## src/rtl/simd_fetch_pkg.sv

```systemverilog
// simd_fetch_pkg: shared state encoding, default halt opcode and matrix shape types
// for the SIMD fetch/operand unit.
package simd_fetch_pkg;
    localparam int unsigned PKG_N = 2;
    localparam int unsigned PKG_W = 32;
    localparam logic [31:0] DEFAULT_HALT_OP = 32'h0000_0000;
    typedef enum logic [2:0] {
        ST_IDLE,
        ST_LOAD_B,
        ST_LOAD_A,
        ST_FETCH,
        ST_CAPTURE,
        ST_EXEC,
        ST_HALT
    } fetch_state_t;
    typedef logic [PKG_N*PKG_W-1:0] row_t;
    typedef logic [PKG_N*PKG_N*PKG_W-1:0] mat_t;
endpackage

```

## src/rtl/simd_matrix_loader.sv

```systemverilog
// simd_matrix_loader: accepts one matrix row per valid/ready handshake into an NxN
// register array, optionally writing each row as a column instead.
module simd_matrix_loader
    import simd_fetch_pkg::*;
#(
    parameter int unsigned N = 2,
    parameter int unsigned W = 32,
    localparam int unsigned SW = N > 1 ? $clog2(N) : 1
) (
    input  logic             clk_i,
    input  logic             rst_i,
    input  logic             active_i,
    input  logic             transpose_i,
    input  logic             valid_i,
    input  logic [N*W-1:0]   row_i,
    output logic             ready_o,
    output logic             last_o,
    output logic [SW-1:0]    seq_o,
    output logic [N*N*W-1:0] mat_o
);
    logic [SW-1:0] seq_q, seq_d;
    logic [N*N*W-1:0] mat_q, mat_d;
    logic accept;

    assign accept = active_i && valid_i;
    assign ready_o = active_i;
    assign last_o = accept && seq_q == SW'(N-1);
    assign seq_o = seq_q;
    assign mat_o = mat_q;

    // Transposed: element (r,c) of column seq takes incoming element r.
    always_comb begin
        seq_d = accept ? (last_o ? '0 : seq_q + 1'b1) : seq_q;
        mat_d = mat_q;
        for (int r = 0; r < N; r++)
            for (int c = 0; c < N; c++)
                if (accept && (transpose_i ? SW'(c) == seq_q : SW'(r) == seq_q))
                    mat_d[(r*N+c)*W +: W] = row_i[(transpose_i ? r : c)*W +: W];
    end

    always_ff @(posedge clk_i) begin
        if (rst_i) begin
            seq_q <= '0;
            mat_q <= '0;
        end else begin
            seq_q <= seq_d;
            mat_q <= mat_d;
        end
    end
endmodule

```

## src/rtl/simd_fetch_unit.sv

```systemverilog
// simd_fetch_unit: loads matrices B then A, then runs a fetch/capture/execute loop
// against instruction memory until the halt opcode is fetched.
module simd_fetch_unit
    import simd_fetch_pkg::*;
#(
    parameter int unsigned N = 2,
    parameter int unsigned W = 32,
    parameter int unsigned IMEM_DEPTH = 512,
    parameter int unsigned ADDR = 0,
    parameter logic [31:0] HALT_OP = DEFAULT_HALT_OP,
    localparam int unsigned PCW = IMEM_DEPTH > 1 ? $clog2(IMEM_DEPTH) : 1,
    localparam int unsigned SW = N > 1 ? $clog2(N) : 1
) (
    input  logic             CLK,
    input  logic             RSTN,
    input  logic             START,
    input  logic             TRANSPOSE_B,
    input  logic [N*W-1:0]   MAT_IN,
    input  logic             MAT_VALID,
    output logic             MAT_READY,
    output logic [SW-1:0]    SEQ,
    output logic             LOAD_DONE,
    output logic [N*N*W-1:0] MAT_A_OUT,
    output logic [N*N*W-1:0] MAT_B_OUT,
    output logic [PCW-1:0]   PC_INS,
    input  logic [31:0]      INSTRDATA,
    output logic [31:0]      INSTR,
    output logic             INSTR_VALID,
    input  logic             DONE,
    input  logic [W-1:0]     DATAOUT,
    output logic [W-1:0]     RESULT,
    output logic             RESULT_VALID,
    output logic             HALTED
);
    fetch_state_t state_q, state_d;
    logic [PCW-1:0] pc_q, pc_d, pc_ins_q;
    logic [31:0] instr_q;
    logic [W-1:0] result_q;
    logic [SW-1:0] seq_b, seq_a;
    logic tr_q, load_done_q, instr_valid_q, result_valid_q;
    logic rdy_b, rdy_a, last_b, last_a, start_ok, take_instr, take_result;

    assign start_ok = START && (state_q == ST_IDLE || state_q == ST_HALT);
    assign take_instr = state_q == ST_CAPTURE && INSTRDATA != HALT_OP;
    assign take_result = state_q == ST_EXEC && DONE;

    simd_matrix_loader #(.N(N), .W(W)) u_load_b (
        .clk_i(CLK), .rst_i(RSTN), .active_i(state_q == ST_LOAD_B), .transpose_i(tr_q),
        .valid_i(MAT_VALID), .row_i(MAT_IN), .ready_o(rdy_b), .last_o(last_b),
        .seq_o(seq_b), .mat_o(MAT_B_OUT)
    );

    simd_matrix_loader #(.N(N), .W(W)) u_load_a (
        .clk_i(CLK), .rst_i(RSTN), .active_i(state_q == ST_LOAD_A), .transpose_i(1'b0),
        .valid_i(MAT_VALID), .row_i(MAT_IN), .ready_o(rdy_a), .last_o(last_a),
        .seq_o(seq_a), .mat_o(MAT_A_OUT)
    );

    assign MAT_READY = rdy_b || rdy_a;
    assign SEQ = state_q == ST_LOAD_A ? seq_a : seq_b;
    assign LOAD_DONE = load_done_q;
    assign PC_INS = pc_ins_q;
    assign INSTR = instr_q;
    assign INSTR_VALID = instr_valid_q;
    assign RESULT = result_q;
    assign RESULT_VALID = result_valid_q;
    assign HALTED = state_q == ST_HALT;

    always_comb begin
        state_d = state_q;
        pc_d = pc_q;
        case (state_q)
            ST_IDLE:    if (START) state_d = ST_LOAD_B;
            ST_LOAD_B:  if (last_b) state_d = ST_LOAD_A;
            ST_LOAD_A:  if (last_a) state_d = ST_FETCH;
            ST_FETCH:   state_d = ST_CAPTURE;
            ST_CAPTURE: state_d = take_instr ? ST_EXEC : ST_HALT;
            ST_EXEC: begin
                if (DONE) begin
                    state_d = ST_FETCH;
                    pc_d = pc_q == PCW'(IMEM_DEPTH-1) ? '0 : pc_q + 1'b1;
                end
            end
            ST_HALT: begin
                if (START) begin
                    state_d = ST_LOAD_B;
                    pc_d = PCW'(ADDR);
                end
            end
            default: state_d = ST_IDLE;
        endcase
    end

    // The address register only moves when entering FETCH, so it holds elsewhere.
    always_ff @(posedge CLK) begin
        if (RSTN) begin
            state_q <= ST_IDLE;
            pc_q <= PCW'(ADDR);
            pc_ins_q <= PCW'(ADDR);
            tr_q <= 1'b0;
            load_done_q <= 1'b0;
            instr_q <= '0;
            instr_valid_q <= 1'b0;
            result_q <= '0;
            result_valid_q <= 1'b0;
        end else begin
            state_q <= state_d;
            pc_q <= pc_d;
            if (state_d == ST_FETCH) pc_ins_q <= pc_d;
            if (start_ok) tr_q <= TRANSPOSE_B;
            load_done_q <= last_a;
            instr_valid_q <= take_instr;
            if (take_instr) instr_q <= INSTRDATA;
            result_valid_q <= take_result;
            if (take_result) result_q <= DATAOUT;
        end
    end
endmodule

```

## config.mk

```make
export PLATFORM = sky130hd
export DESIGN_NAME = simd_fetch_unit
export DESIGN_NICKNAME = d
export VERILOG_FILES = /design/src/rtl/simd_fetch_pkg.sv /design/src/rtl/simd_matrix_loader.sv /design/src/rtl/simd_fetch_unit.sv
export SDC_FILE = /design/constraint.sdc
export NUM_CORES = 1
export LEC_CHECK = 0
export CAP_MARGIN = 20
export CORE_MARGIN = 4
export CORE_UTILIZATION = 30
export CTS_BUF_LIST = sky130_fd_sc_hd__clkbuf_16
export CTS_CLUSTER_SIZE = 20
export DETAILED_ROUTE_END_ITERATION = 10
export GPL_TIMING_DRIVEN = 0
export HOLD_SLACK_MARGIN = 0.08
export MAX_ROUTING_LAYER = met4
export PLACE_DENSITY = 0.57
export SLEW_MARGIN = 20
export SYNTH_ARGS = -nofsm -noshare
export SYNTH_HDL_FRONTEND = slang
export SYNTH_HIERARCHICAL = 1
export SYNTH_SLANG_ARGS = --single-unit
```

## constraint.sdc

```tcl
create_clock -name CLK -period 3.5 [get_ports CLK]
set_clock_uncertainty 0.05 [all_clocks]
set_input_delay 0.7 -clock CLK [delete_from_list [all_inputs] [get_ports CLK]]
set_output_delay 0.7 -clock CLK [all_outputs]
set_load 0.01 [all_outputs]
```

After elaboration in Yosys (flattened, before gate mapping)
Cells that the tools add are included.
{"block": "totals", "regBits": 347, "in_bits": 134, "output_inout_bits": 335, "word_cells": 65}
{"block": "op_classes", "add_sub_neg": 3, "eq_ne": 8, "shifts": 2, "muxes": 17, "bitwise_logic": 2, "n_reduce_logical": 16}
{"operator": "$shiftx 64x33->32", "count": 2}
{"operator": "$reduce_bool 32->1", "count": 1}
{"operator": "$mux 9", "count": 3}
{"operator": "$pmux 3 s6", "count": 1}
{"operator": "$pmux 9 s2", "count": 1}
{"operator": "$mux 3", "count": 4}
{"operator": "$logic_and 1x1->1", "count": 11}
{"operator": "$add 9x1->9 const B", "count": 1}
{"operator": "$eq 3x2->1 const B", "count": 3}
{"operator": "$eq 3x3->1 const B", "count": 3}
{"operator": "$eq 9x9->1 const B", "count": 1}
{"operator": "$mux 1", "count": 7}
{"operator": "$eq 3x1->1 const B", "count": 1}
{"operator": "$logic_not 3->1", "count": 1}
{"operator": "$add 1x1->1 const B", "count": 2}
{"operator": "$logic_or 1x1->1", "count": 2}
{"operator": "$mux 2", "count": 1}
{"operator": "$not 1->1", "count": 2}
{"operator": "$reduce_or 2->1", "count": 1}

Longest topological paths before layout
Gate-level depths: netlist of the first run.
{"block": "depth", "ltp_word": 6, "depth_mapped": 11, "depth_no_buf": 8}

By module
Netlist of the first run, hierarchy kept.
{"mod": "simd_matrix_loader", "n_inst": 2, "cells_per_inst": 579, "area_each_um2": 5117.4, "seq_area_each_um2": 2582.5}
{"mod": "simd_fetch_unit", "n_inst": 1, "cells_per_inst": 434, "area_each_um2": 3722.3, "seq_area_each_um2": 1781.7}

Worst setup path after synthesis of the first run
Ideal clock, no wire load.
{"block": "synth_path", "path_type": "register to register", "from": "register state_q[1]", "to": "register pc_ins_q[3], in the netlist PC_INS[3]", "setup_time_ps": 121, "arrival_ps": 2419, "required_time_ps": 3329, "path_slack_ps": 910, "path_stages_with_launch": 12, "n_path_buf": 3, "cell_sequence": "dfxtp_1 -> nand2b_1 -> clkbuf_1 -> nor2_1 -> nand3_1 -> inv_1 -> buf_2 -> nand2b_1 -> a221o_2 -> and2_4 -> buf_6 -> mux2_4"}
{"block": "synth_via", "elab_chain_cells": 6, "word_cells_on_any_way": 21, "classes_between": "eq/ne (7); mux (7); reduce/logical (7)"}
{"item": "start: declaration", "line_no": "simd_fetch_unit.sv:35", "text": "fetch_state_t state_q, state_d;"}
{"item": "start signal: assignment", "line_no": "simd_fetch_unit.sv:107", "text": "state_q <= state_d;"}
{"item": "$eq 3x1->1", "line_no": "simd_fetch_unit.sv:48", "text": ".clk_i(CLK), .rst_i(RSTN), .active_i(state_q == ST_LOAD_B), .transpose_i(tr_q),"}
{"item": "$logic_and 1x1->1", "line_no": "simd_matrix_loader.sv:25", "text": "assign accept = active_i && valid_i;"}
{"item": "$logic_and 1x1->1", "line_no": "simd_matrix_loader.sv:27", "text": "assign last_o = accept && seq_q == SW'(N-1);"}
{"item": "net last_b", "line_no": "simd_fetch_unit.sv:41", "text": "logic rdy_b, rdy_a, last_b, last_a, start_ok, take_instr, take_result;"}
{"item": "$mux 3", "line_no": "simd_fetch_unit.sv:74", "text": "ST_LOAD_B: if (last_b) state_d = ST_LOAD_A;"}
{"item": "$pmux 3 s6", "line_no": "simd_fetch_unit.sv:72", "text": "case (state_q)"}
{"item": "$eq 3x2->1", "line_no": "simd_fetch_unit.sv:109", "text": "if (state_d == ST_FETCH) pc_ins_q <= pc_d;"}
{"item": "end signal: assignment", "line_no": "simd_fetch_unit.sv:99", "text": "pc_ins_q <= PCW'(ADDR);"}
{"item": "end signal: assignment", "line_no": "simd_fetch_unit.sv:109"}
{"item": "end: declaration", "line_no": "simd_fetch_unit.sv:36", "text": "logic [PCW-1:0] pc_q, pc_d, pc_ins_q;"}
The timed path passes the listed nets, and every way through them passes these cells.
A chain may end at the register's enable or synchronous reset.

Final worst setup path of the first run
{"block": "layout_path", "from": "register state_q[1]", "to": "output MAT_READY"}
{"block": "layout_via", "elab_chain_cells": 2, "word_cells_on_any_way": 3, "classes_between": "eq/ne (2); reduce/logical (1)"}
{"item": "$eq 3x1->1", "line_no": "simd_fetch_unit.sv:48"}
{"item": "net rdy_b", "line_no": "simd_fetch_unit.sv:41"}
{"item": "$logic_or 1x1->1", "line_no": "simd_fetch_unit.sv:59", "text": "assign MAT_READY = rdy_b || rdy_a;"}
{"item": "end: declaration", "line_no": "simd_fetch_unit.sv:20", "text": "output logic MAT_READY,"}
The timed path passes the listed nets, and every way through them passes these cells.

==> impl_metrics.ini, run 1 <==
[status]
status = finished, final reports clean

[floorplanning]
coreArea_sq_um = 45700
fp.dieH_um = 224
rows = 78
die_area_sq_um = 50000
ioPinCount = 469
initial_utilization_pct = 30.6
dieWidth_um = 224

[hold_path]
worst_hold_path.endpoint = INSTR[0]
hold_depth = 2
hold_class = register to register
hp-start = INSTR[0]

[setup_path]
criticalPathCategory = register to output pin
r2r-start = state_q[1]
crit_path_start_kind = register
critPathRequiredTime_ns = 2.75
critPathArrivalTime_ns = 2.50
r2r_cells = 11
critPathMaxFanout = 8
end_kind = output pin
r2r_end = PC_INS[3]
r2r_slack_ns = 0.29

[route]
finalWirelength_mm = 60.4
ant_nets = 0
routed-via-count = 13905
initialDrtViolationCount = 984
firstDrtPassIters = 5
wire_per_inst_um = 22.0
drc = 0
via_per_inst = 5.07

[power_and_ir_drop]
switching_share_pct = 25.6
clockPowerShare_pct = 45.5
p_switching_mw = 2.37
power_density_nw_per_um2 = 446
p_leak_nw = 7.01
comb_power_share_pct = 10.6
p_seq_share_pct = 43.9
power.internal_mw = 6.87
ir_worst_vdd_uv = 344
total_power_mw = 9.24

[sta]
setup_violations = 0
max-slew-margin-rel_pct = 26.2
finalCritPeriodShare_pct = 92.9
hold_slack_ns = 0.404
tightest_slew_ns = 1.10
fmax_ghz = 0.307
layout_setup_ws_ns = 0.247
rsz0062_at_grt = false
timing.final.crit_period_ns = 3.25
final_hold_viol_count = 0
slew_violations = 0

[yosys]
seq_area_frac_synth_pct = 49.8
ys_seq_elements = 347
synth_cell_types = 51
syn_area_sq_um = 14000
yosys_warnings = 6
yosysTopAreaCellShare_pct = 49.8
syn_area_per_cell_sq_um = 8.77
synth_area_leaders = dfxtp_1 50%, mux2i_1 12%, a21oi_1 11%
synth_top_area_cell = dfxtp_1
postSynthCellCount = 1592

[run]
cap_violations = 0

[place]
pre_cts_slack_ns = -0.135
dp.cells = 2661
gp_congestion = 0.866
port_buffers = 467
dp.final_hpwl_mm = 45.1
placed_area_sq_um = 19400

[clocking]
cts_tree = yes
clk_path_buf_depth = 3
clk_pin_slew_ns = 0.05
cts.sinks = 347
holdBufCountCts = 0
cts_made_buffers = 42
clkLatencyLatePin_ns = 0.56
cts-root-buf = clkbuf_16
htree_levels = 2

[grt]
antenna_found_initial = 4
grt_util_all_layers_pct = 23.4
grt_start_max_net_pins = 13
grt_pass1_wl_mm = 87.4
gr-total-overflow = 0
grt_pass1_vias = 13561

[cells_and_area]
synthToLayoutAreaGrowth_pct = 48.5
drive_gt1_share_pct = 5.24
final_area_sq_um = 20700
fin_cells = 2740
nNetsFinal = 2241
## cells in the final DEF, fill, tap and decap left out, types with 2 or more instances in the layout
cell type / Yosys / routed
mux2i_1: 166 / 166
a21bo_2: 2 / 2
a211oi_1: 134 / 134
clkdlybuf4s50_1: 0 / 467
conb_1: 1 / 3
and4_1: 5 / 5
xor2_1: 3 / 3
clkinv_1: 0 / 9
clkinv_2: 0 / 4
diode_2: 0 / 4
nand4_1: 3 / 3
a31oi_1: 2 / 2
and2_1: 3 / 3
clkbuf_1: 91 / 91
o41ai_1: 2 / 2
nand3_1: 8 / 8
a32oi_1: 3 / 3
o21ai_0: 5 / 5
a311oi_1: 3 / 3
inv_1: 9 / 21
clkinv_8: 0 / 2
buf_2: 36 / 36
nand2_1: 393 / 393
bufinv_16: 0 / 3
and3b_1: 4 / 4
buf_4: 5 / 5
nand3b_1: 2 / 2
o31ai_1: 2 / 2
nand2b_1: 3 / 3
clkbuf_16: 0 / 43
nor4_1: 9 / 9
nor2_1: 17 / 16
xnor2_1: 2 / 2
buf_6: 3 / 3
ha_1: 2 / 2
a21oi_1: 300 / 300
dfxtp_1: 347 / 347
nor2b_1: 3 / 3
buf_1: 4 / 4
## how the worst max path moves through the flow
stage                     slack [ns]  cells after the start        from        end
final                           0.25                      6  state_q[1]  MAT_READY
after floorplan                 0.91                     11  state_q[1]  PC_INS[3]
after global routing            0.03                     11  state_q[1]  PC_INS[3]
after CTS                       0.14                      6  state_q[1]  MAT_READY
after global placement         -0.15                      9   MAT_VALID  PC_INS[3]
after detailed placement       -0.14                      9   MAT_VALID  PC_INS[3]
## per-layer routing
layer  global-route usage [%]  vias to the layer above  part of all wire, %
li1                         -                     6627                    -
met1                     28.4                     6657                   42
met2                     37.9                      520                   47
met5                        -                        -                    0
met3                     5.77                      101                  7.0
met4                     8.43                        0                  3.5
## flip-flops by register name, summed over array words and instances (netlist names), 3 cells and up
name,flops
pc_q,9
u_load_a/mat_o,128
state_q,3
u_load_b/mat_o,128
RESULT,32
PC_INS,9
INSTR,32
## cell type report
cell class                 count  area (sq um)
sequential                   347          6950
timing repair buffer         467          4670
clock buffer                  43          1080
multi-input combinational   1098          6380
inverter                      10          37.5
buffer                       139           608
antenna                        4          10.0
fill                        4581         25000
clock inverter                32           240
tap                          600           751
## worst max-delay path, stage by stage, from the launching register on
cell	delay, ns
dfxtp_1	0.36
nand2b_1	0.12
clkbuf_1	0.36
nor2_2	0.13
buf_4	0.16
or2_2	0.26
clkdlybuf4s50_1	0.55
## timing repair
action                                 CTS  global route
gates cloned                             0             0
buffers inserted                         0             0
setup endpoints to repair                2             6
endpoints found under the hold margin    0             0
pin swaps                                0             0
resized for setup                        1             1
## cell families after synthesis
| family | after synthesis | share of synthesized area, % |
|---|---|---|
| other | 1 | 0.0269 |
| XOR/XNOR | 5 | 0.314 |
| AND/OR/NAND/NOR | 459 | 13.4 |
| adder cells (fa/ha/maj) | 2 | 0.179 |
| flip-flops | 347 | 49.8 |
| multiplexers | 168 | 12.1 |
| AO/OA/AOI/OAI | 461 | 19.6 |
| buffers and inverters | 149 | 4.63 |
## stage by stage
stage | TNS [ns] | util, %
finish | 0 | 45.4
global placement | -0.307 | 42.5
CTS | 0 | 45.3
floorplan | 0 | -
detailed placement | -0.318 | 42.5
global route | 0 | 45.4
## power by group through the flow
| stage | Clock, mW | Sequential, mW | Combinational [mW] |
|---|---|---|---|
| finish | 4.20 | 4.06 | 0.983 |
| global route | 4.45 | 4.06 | 1.05 |
| CTS | 4.32 | 4.06 | 0.976 |
| detailed placement | 0 | 4.14 | 0.972 |
| global placement | 0 | 4.14 | 0.966 |
| floorplan | 0 | 4.17 | 0.391 |
## cells in the mapped netlist, drive strengths merged
master,count
nand2,393
dfxtp,347
a21oi,300
mux2i,166
a211oi,134
clkbuf,91
buf,48
nor2,17
inv,10
nor4,9
nand3,8
and4,5
o21ai,5
a311oi,4
and2,4
and3b,4
a32oi,3
nand2b,3
nand4,3
nor2b,3
xor2,3
a21bo,2
a21boi,2
a31oi,2
ha,2
mux2,2
nand3b,2
nor3b,2
o31ai,2
o41ai,2
xnor2,2
a221o,1
a31o,1
and3,1
conb,1
nand4b,1
nor3,1
nor4b,1
o211a,1
o21a,1
o22ai,1
or2,1
or4,1
Note: power is estimated with default switching activity, not from simulation.
==> run 2, diff against run 1 <==
--- a/config.mk
+++ b/config.mk
@@ -5,6 +5,7 @@
 export SDC_FILE = /design/constraint.sdc
 export NUM_CORES = 1
 export LEC_CHECK = 0
+export ABC_CLOCK_PERIOD_IN_PS = 3500
 export CAP_MARGIN = 20
 export CORE_MARGIN = 4
 export CORE_UTILIZATION = 30
==> results of run 2 <==
Final layout, timing and power as in run 1 (identical DEF).
==> run 3, diff against run 2 <==
--- a/config.mk
+++ b/config.mk
@@ -12,10 +12,11 @@
 export CTS_BUF_LIST = sky130_fd_sc_hd__clkbuf_16
 export CTS_CLUSTER_SIZE = 20
 export DETAILED_ROUTE_END_ITERATION = 10
+export DONT_BUFFER_PORTS = 1
 export GPL_TIMING_DRIVEN = 0
 export HOLD_SLACK_MARGIN = 0.08
 export MAX_ROUTING_LAYER = met4
-export PLACE_DENSITY = 0.57
+export PLACE_DENSITY = 0.44
 export SLEW_MARGIN = 20
 export SYNTH_ARGS = -nofsm -noshare
 export SYNTH_HDL_FRONTEND = slang
==> run 3 against run 2 <==
Compared with the run above: register-to-register slack hardly changed; global-route usage is 0.48 points lower; non-clock buffer count is 467 lower; cell area is 23% lower; combinational power is 43% lower; largest power group unchanged.
==> impl_metrics.ini, run 3 (synthesized netlist as in run 1, its figures left out) <==
[status]
status = finished, final reports clean

[floorplanning]
initial_utilization_pct = 30.6
ioPinCount = 469
coreArea_sq_um = 45700
die_area_sq_um = 50000
fp.dieH_um = 224
dieWidth_um = 224
rows = 78

[hold_path]
hp-start = MAT_IN[46]
hold_class = input port to register

[setup_path]
critPathMaxFanout = 11
critPathRequiredTime_ns = 3.88
critPathArrivalTime_ns = 3.59
cp.buffers_inverters = 4
cp-startpoint = state_q[1]
r2r-start = state_q[1]
criticalPathCategory = register to register
end_kind = register
cpPeakStageDelay_ns = 0.45
crit_top_cell = nand2b_1
cpLargestDelayFamily = simple AND/OR/NAND/NOR gates
crit_path_start_kind = register
cp_slowest_cell = a221o_2
path_cells = nand2b_1 > clkbuf_1 > nor2_2 > nand3_1 > inv_1 > clkbuf_4 > nand2b_1 > a221o_2 > and2_4 > buf_6 > mux2_4

[cells_and_area]
insertedDiodeCount = 0
drive_gt1_share_pct = 6.67
seqCellArea_sq_um = 6950
synthToLayoutAreaGrowth_pct = 15.0
final_cell_mix = 393 x nand2_1, 347 x dfxtp_1, 300 x a21oi_1, 166 x mux2i_1, 134 x a211oi_1
layout.cells.most_common = nand2_1
multi_input_area_sq_um = 6380
nNetsFinal = 1773
fill_cells = 4788
fin_util_pct = 35.1

[grt]
grt_pass1_wl_mm = 84.1
grt_pass1_vias = 11912
antenna_found_initial = 0
grt_start_max_net_pins = 13
grt_util_all_layers_pct = 22.9
gr-total-overflow = 0

[clocking]
cts.sinks = 347
htree_levels = 2
clk_pin_slew_ns = 0.06
holdBufCountCts = 0
cts_tree = yes
clk_path_buf_depth = 3
cts_setup_buffers = 0
cts-root-buf = clkbuf_16
clkLatencyLatePin_ns = 0.55
cts_made_buffers = 41

[route]
finalWirelength_mm = 58.4
via_per_inst = 5.27
routed-via-count = 11929
wire_per_inst_um = 25.8
ant_nets = 0
initialDrtViolationCount = 668
firstDrtPassIters = 5
drc = 0

[run]
cap_violations = 0

[sta]
timing.final.crit_period_ns = 3.22
tns_ns = 0
setup_violations = 0
tightest_slew_ns = 0.962
max-slew-margin-rel_pct = 35.6
final_hold_viol_count = 0
slew_violations = 0
finalCritPeriodShare_pct = 91.9
rsz0062_at_grt = false
fmax_ghz = 0.311

[place]
gp_congestion = 0.842
port_buffers = 0
dp.final_hpwl_mm = 43.3

[power_and_ir_drop]
ir_worst_vdd_uv = 348
p_leak_nw = 5.34
power_density_nw_per_um2 = 561
## run 3: changes by cell type in the layout (fill, tap and decap cells not counted), sizes merged
cell | previous run | this run
clkbuf | 134 | 133
inv | 23 | 19
diode | 4 | 0
clkinv | 15 | 11
clkdlybuf4s50 | 467 | 0
buf | 48 | 47
bufinv | 3 | 7
## run 3: worst register-to-register path, delay by kind of cell, from the launching register on
kind	cells	cell delay (ns)
and+or+nand+nor	5	1.02
DFF	1	0.32
buffers and inverters	4	0.98
AOI/OAI and AO/OA	1	0.45
muxes	1	0.30
## run 3: final timing paths
check | to | cells past startpoint | slack [ns]
min | u_load_a/mat_o[110] | 2 | 0.23
max reg2reg | PC_INS[3] | 11 | 0.28
min reg2reg | u_load_a/mat_o[101] | 2 | 0.45
max | PC_INS[3] | 11 | 0.28
## run 3: per-stage QoR
stage,cells,setup slack (ns),instance area (sq um),power (mW),hold slack (ns)
2_1_floorplan,1594,0.910,14000,4.56,0.425
3_3_place_gp,2194,-0.327,14700,4.74,0.440
3_5_place_dp,2194,-0.377,14700,4.75,0.447
4_1_cts,2263,0.0703,16000,9.13,0.187
5_1_grt,2263,0.0476,16100,9.31,0.198
6_report,2263,0.282,16100,9.01,0.227
## run 3: final cells by class
class / count / share of cell area, %
multi-input cells: 1098 / 39.8
clock inverters: 28 / 1.85
inverters: 10 / 0.234
flip-flops and latches: 347 / 43.3
well taps: 600 / 4.68
clock buffers: 41 / 6.39
plain buffers: 139 / 3.80
## run 3: timing repair
item | in CTS | in global routing
resized for setup | 2 | 2
endpoints found under the setup margin | 9 | 1
endpoints found under the hold margin | 0 | 0
## run 3: power by group
part | switching (mW) | total, mW | internal [mW]
Combinational | 0.375 | 0.556 | 0.181
Clock | 1.71 | 4.34 | 2.62
Sequential | 0.0970 | 4.11 | 4.02
## run 3: layer usage
layer	part of all wire [%]	global-route usage, %	up-vias
met5	0	-	-
met4	3.0	7.24	0
met3	9.8	8.52	93
met2	46	36.2	458
met1	41	27.3	5706
li1	-	-	5672
==> patch (settings of run 1) <==
Encoding of `fetch_state_t`: now one-hot (7 bits for 7 states).
--- a/src/rtl/simd_fetch_pkg.sv
+++ b/src/rtl/simd_fetch_pkg.sv
@@ -4,14 +4,14 @@
     localparam int unsigned PKG_N = 2;
     localparam int unsigned PKG_W = 32;
     localparam logic [31:0] DEFAULT_HALT_OP = 32'h0000_0000;
-    typedef enum logic [2:0] {
-        ST_IDLE,
-        ST_LOAD_B,
-        ST_LOAD_A,
-        ST_FETCH,
-        ST_CAPTURE,
-        ST_EXEC,
-        ST_HALT
+    typedef enum logic [6:0] {
+        ST_IDLE    = 7'b0000001,
+        ST_LOAD_B  = 7'b0000010,
+        ST_LOAD_A  = 7'b0000100,
+        ST_FETCH   = 7'b0001000,
+        ST_CAPTURE = 7'b0010000,
+        ST_EXEC    = 7'b0100000,
+        ST_HALT    = 7'b1000000
     } fetch_state_t;
     typedef logic [PKG_N*PKG_W-1:0] row_t;
     typedef logic [PKG_N*PKG_N*PKG_W-1:0] mat_t;
Behaviour: no difference found for any inputs over 4 cycles, from zero or initial values and one cycle with RSTN high; so few cycles prove little.
==> patch against run 1 <==
- sequential cell count increased by 4
- clock power increased by 1%
- wire length increased by 0.64%
- setup slack got worse by 0.055 ns
- non-clock buffer count grew 3
- synthesized area rose by 1.4%
- power decreased by 1.4%
- critical path depth is the same
- core utilization down 0.39 points
- maximum frequency fell by 1.6%
- final cell count rose by 1.2%
- final area is 1.1% higher
- first-iteration DRC count down 5.5%
- largest cell class unchanged
==> patch: results (changes against run 1) <==
Fin Hold WS=0.3982 ns (-0.006194 ns); Final Wtd Congestion=0.8727 (+0.74%); Tot GR Track Use=23.26% (-0.13 points); Max transition margin=43.62% (+17 points); WL final=60780 µm (+0.64%); VDD IR max=0.3977 mV (+16%); sequential cell area fraction in the yosys report=49.65% (-0.13 points); Reg2Reg Setup Slack=0.25 ns (-0.04 ns); placed cell area=0.01960 mm² (+1.1%); Vias/cell=5.036 (-0.77%); commonest cells in the netlist=nand2_1, dfxtp_1, a21oi_1; status=finished, final reports clean; Leak=6.984 nW (-0.36%); DP Cell Count=2696 (+1.3%); first-pass GRT wire length=88020 µm (+0.73%); drt first-iter violations=930 (-5.5%); final setup margin=0.1929 ns (-0.05455 ns); HPWL after DPL=45740 µm (+1.3%); initial antenna violation count=1 (-3); cells after synthesis=1620 (+1.8%); vias in the first global route=13840 (+2.0%); Num CTS Buffers=41 (-2.4%); Reg2Reg Depth=12 (+1); crit-path max FO=10 (+2); main area contributors after synthesis=dfxtp_1, mux2i_1, a21oi_1; Place WS=-0.3385 ns (-0.2034 ns); nets=2269 (+1.2%)
[patch: layout make-up]
class | instances | area (µm²)
timing repair buffer | 469 | 4692
tap | 607 | 759.5
clock inverter | 32 | 270.3
fill | 4569 | 25610
multi-input combinational | 1123 | 6520
clock buffer | 42 | 1051
sequential | 351 | 7027
antenna | 1 | 2.502
inverter | 7 | 26.28
buffer | 140 | 595.6
[patch: final timing paths]
| kind | endpoint | startpoint |
|---|---|---|
| min reg2reg | RESULT[10]$_SDFFE_PP0P_ | RESULT[10]$_SDFFE_PP0P_ |
| max reg2reg | PC_INS[3]$_SDFFE_PP0N_ | state_q[5]$_SDFF_PP0_ |
| max | MAT_READY | state_q[6]$_SDFF_PP0_ |
| min | RESULT[10]$_SDFFE_PP0P_ | RESULT[10]$_SDFFE_PP0P_ |
[patch: routing by layer]
layer	vias up	share of wire [%]	track usage [%]
li1	6686	-	-
met1	6668	42	28.79
met2	518	47	37.65
met3	87	8.3	6.773
met4	0	2.1	5.716
met5	-	0	-
[patch: cells by family after synthesis]
family,share of synthesized area (%)
mux,11.47
fa+ha+maj,0.1768
buf+inv,4.420
compound gates,18.87
xor+xnor,0.3713
flops,49.65
other cells,0.02650
simple gates,15.02
[patch: worst min-delay path, stage by stage, from the launching register on]
cell and delay [ns]:
dfxtp_1 0.30, nand2_1 0.05, a21oi_1 0.05
[patch: repair_timing]
action,4_1_cts,5_1_grt
setup buffers,2,0
resized for setup,2,2
gates cloned,0,0
pin swaps,1,0
setup endpoints to repair,12,2
[patch: power by group through the flow]
stage / registers [mW] / clock network, mW / logic (mW)
final: 4.04 / 4.25 / 0.828
after global routing: 4.04 / 4.52 / 0.880
after CTS: 4.04 / 4.36 / 0.819
after detailed placement: 4.13 / 0 / 0.815
after global placement: 4.12 / 0 / 0.810
after floorplan: 4.13 / 0 / 0.374
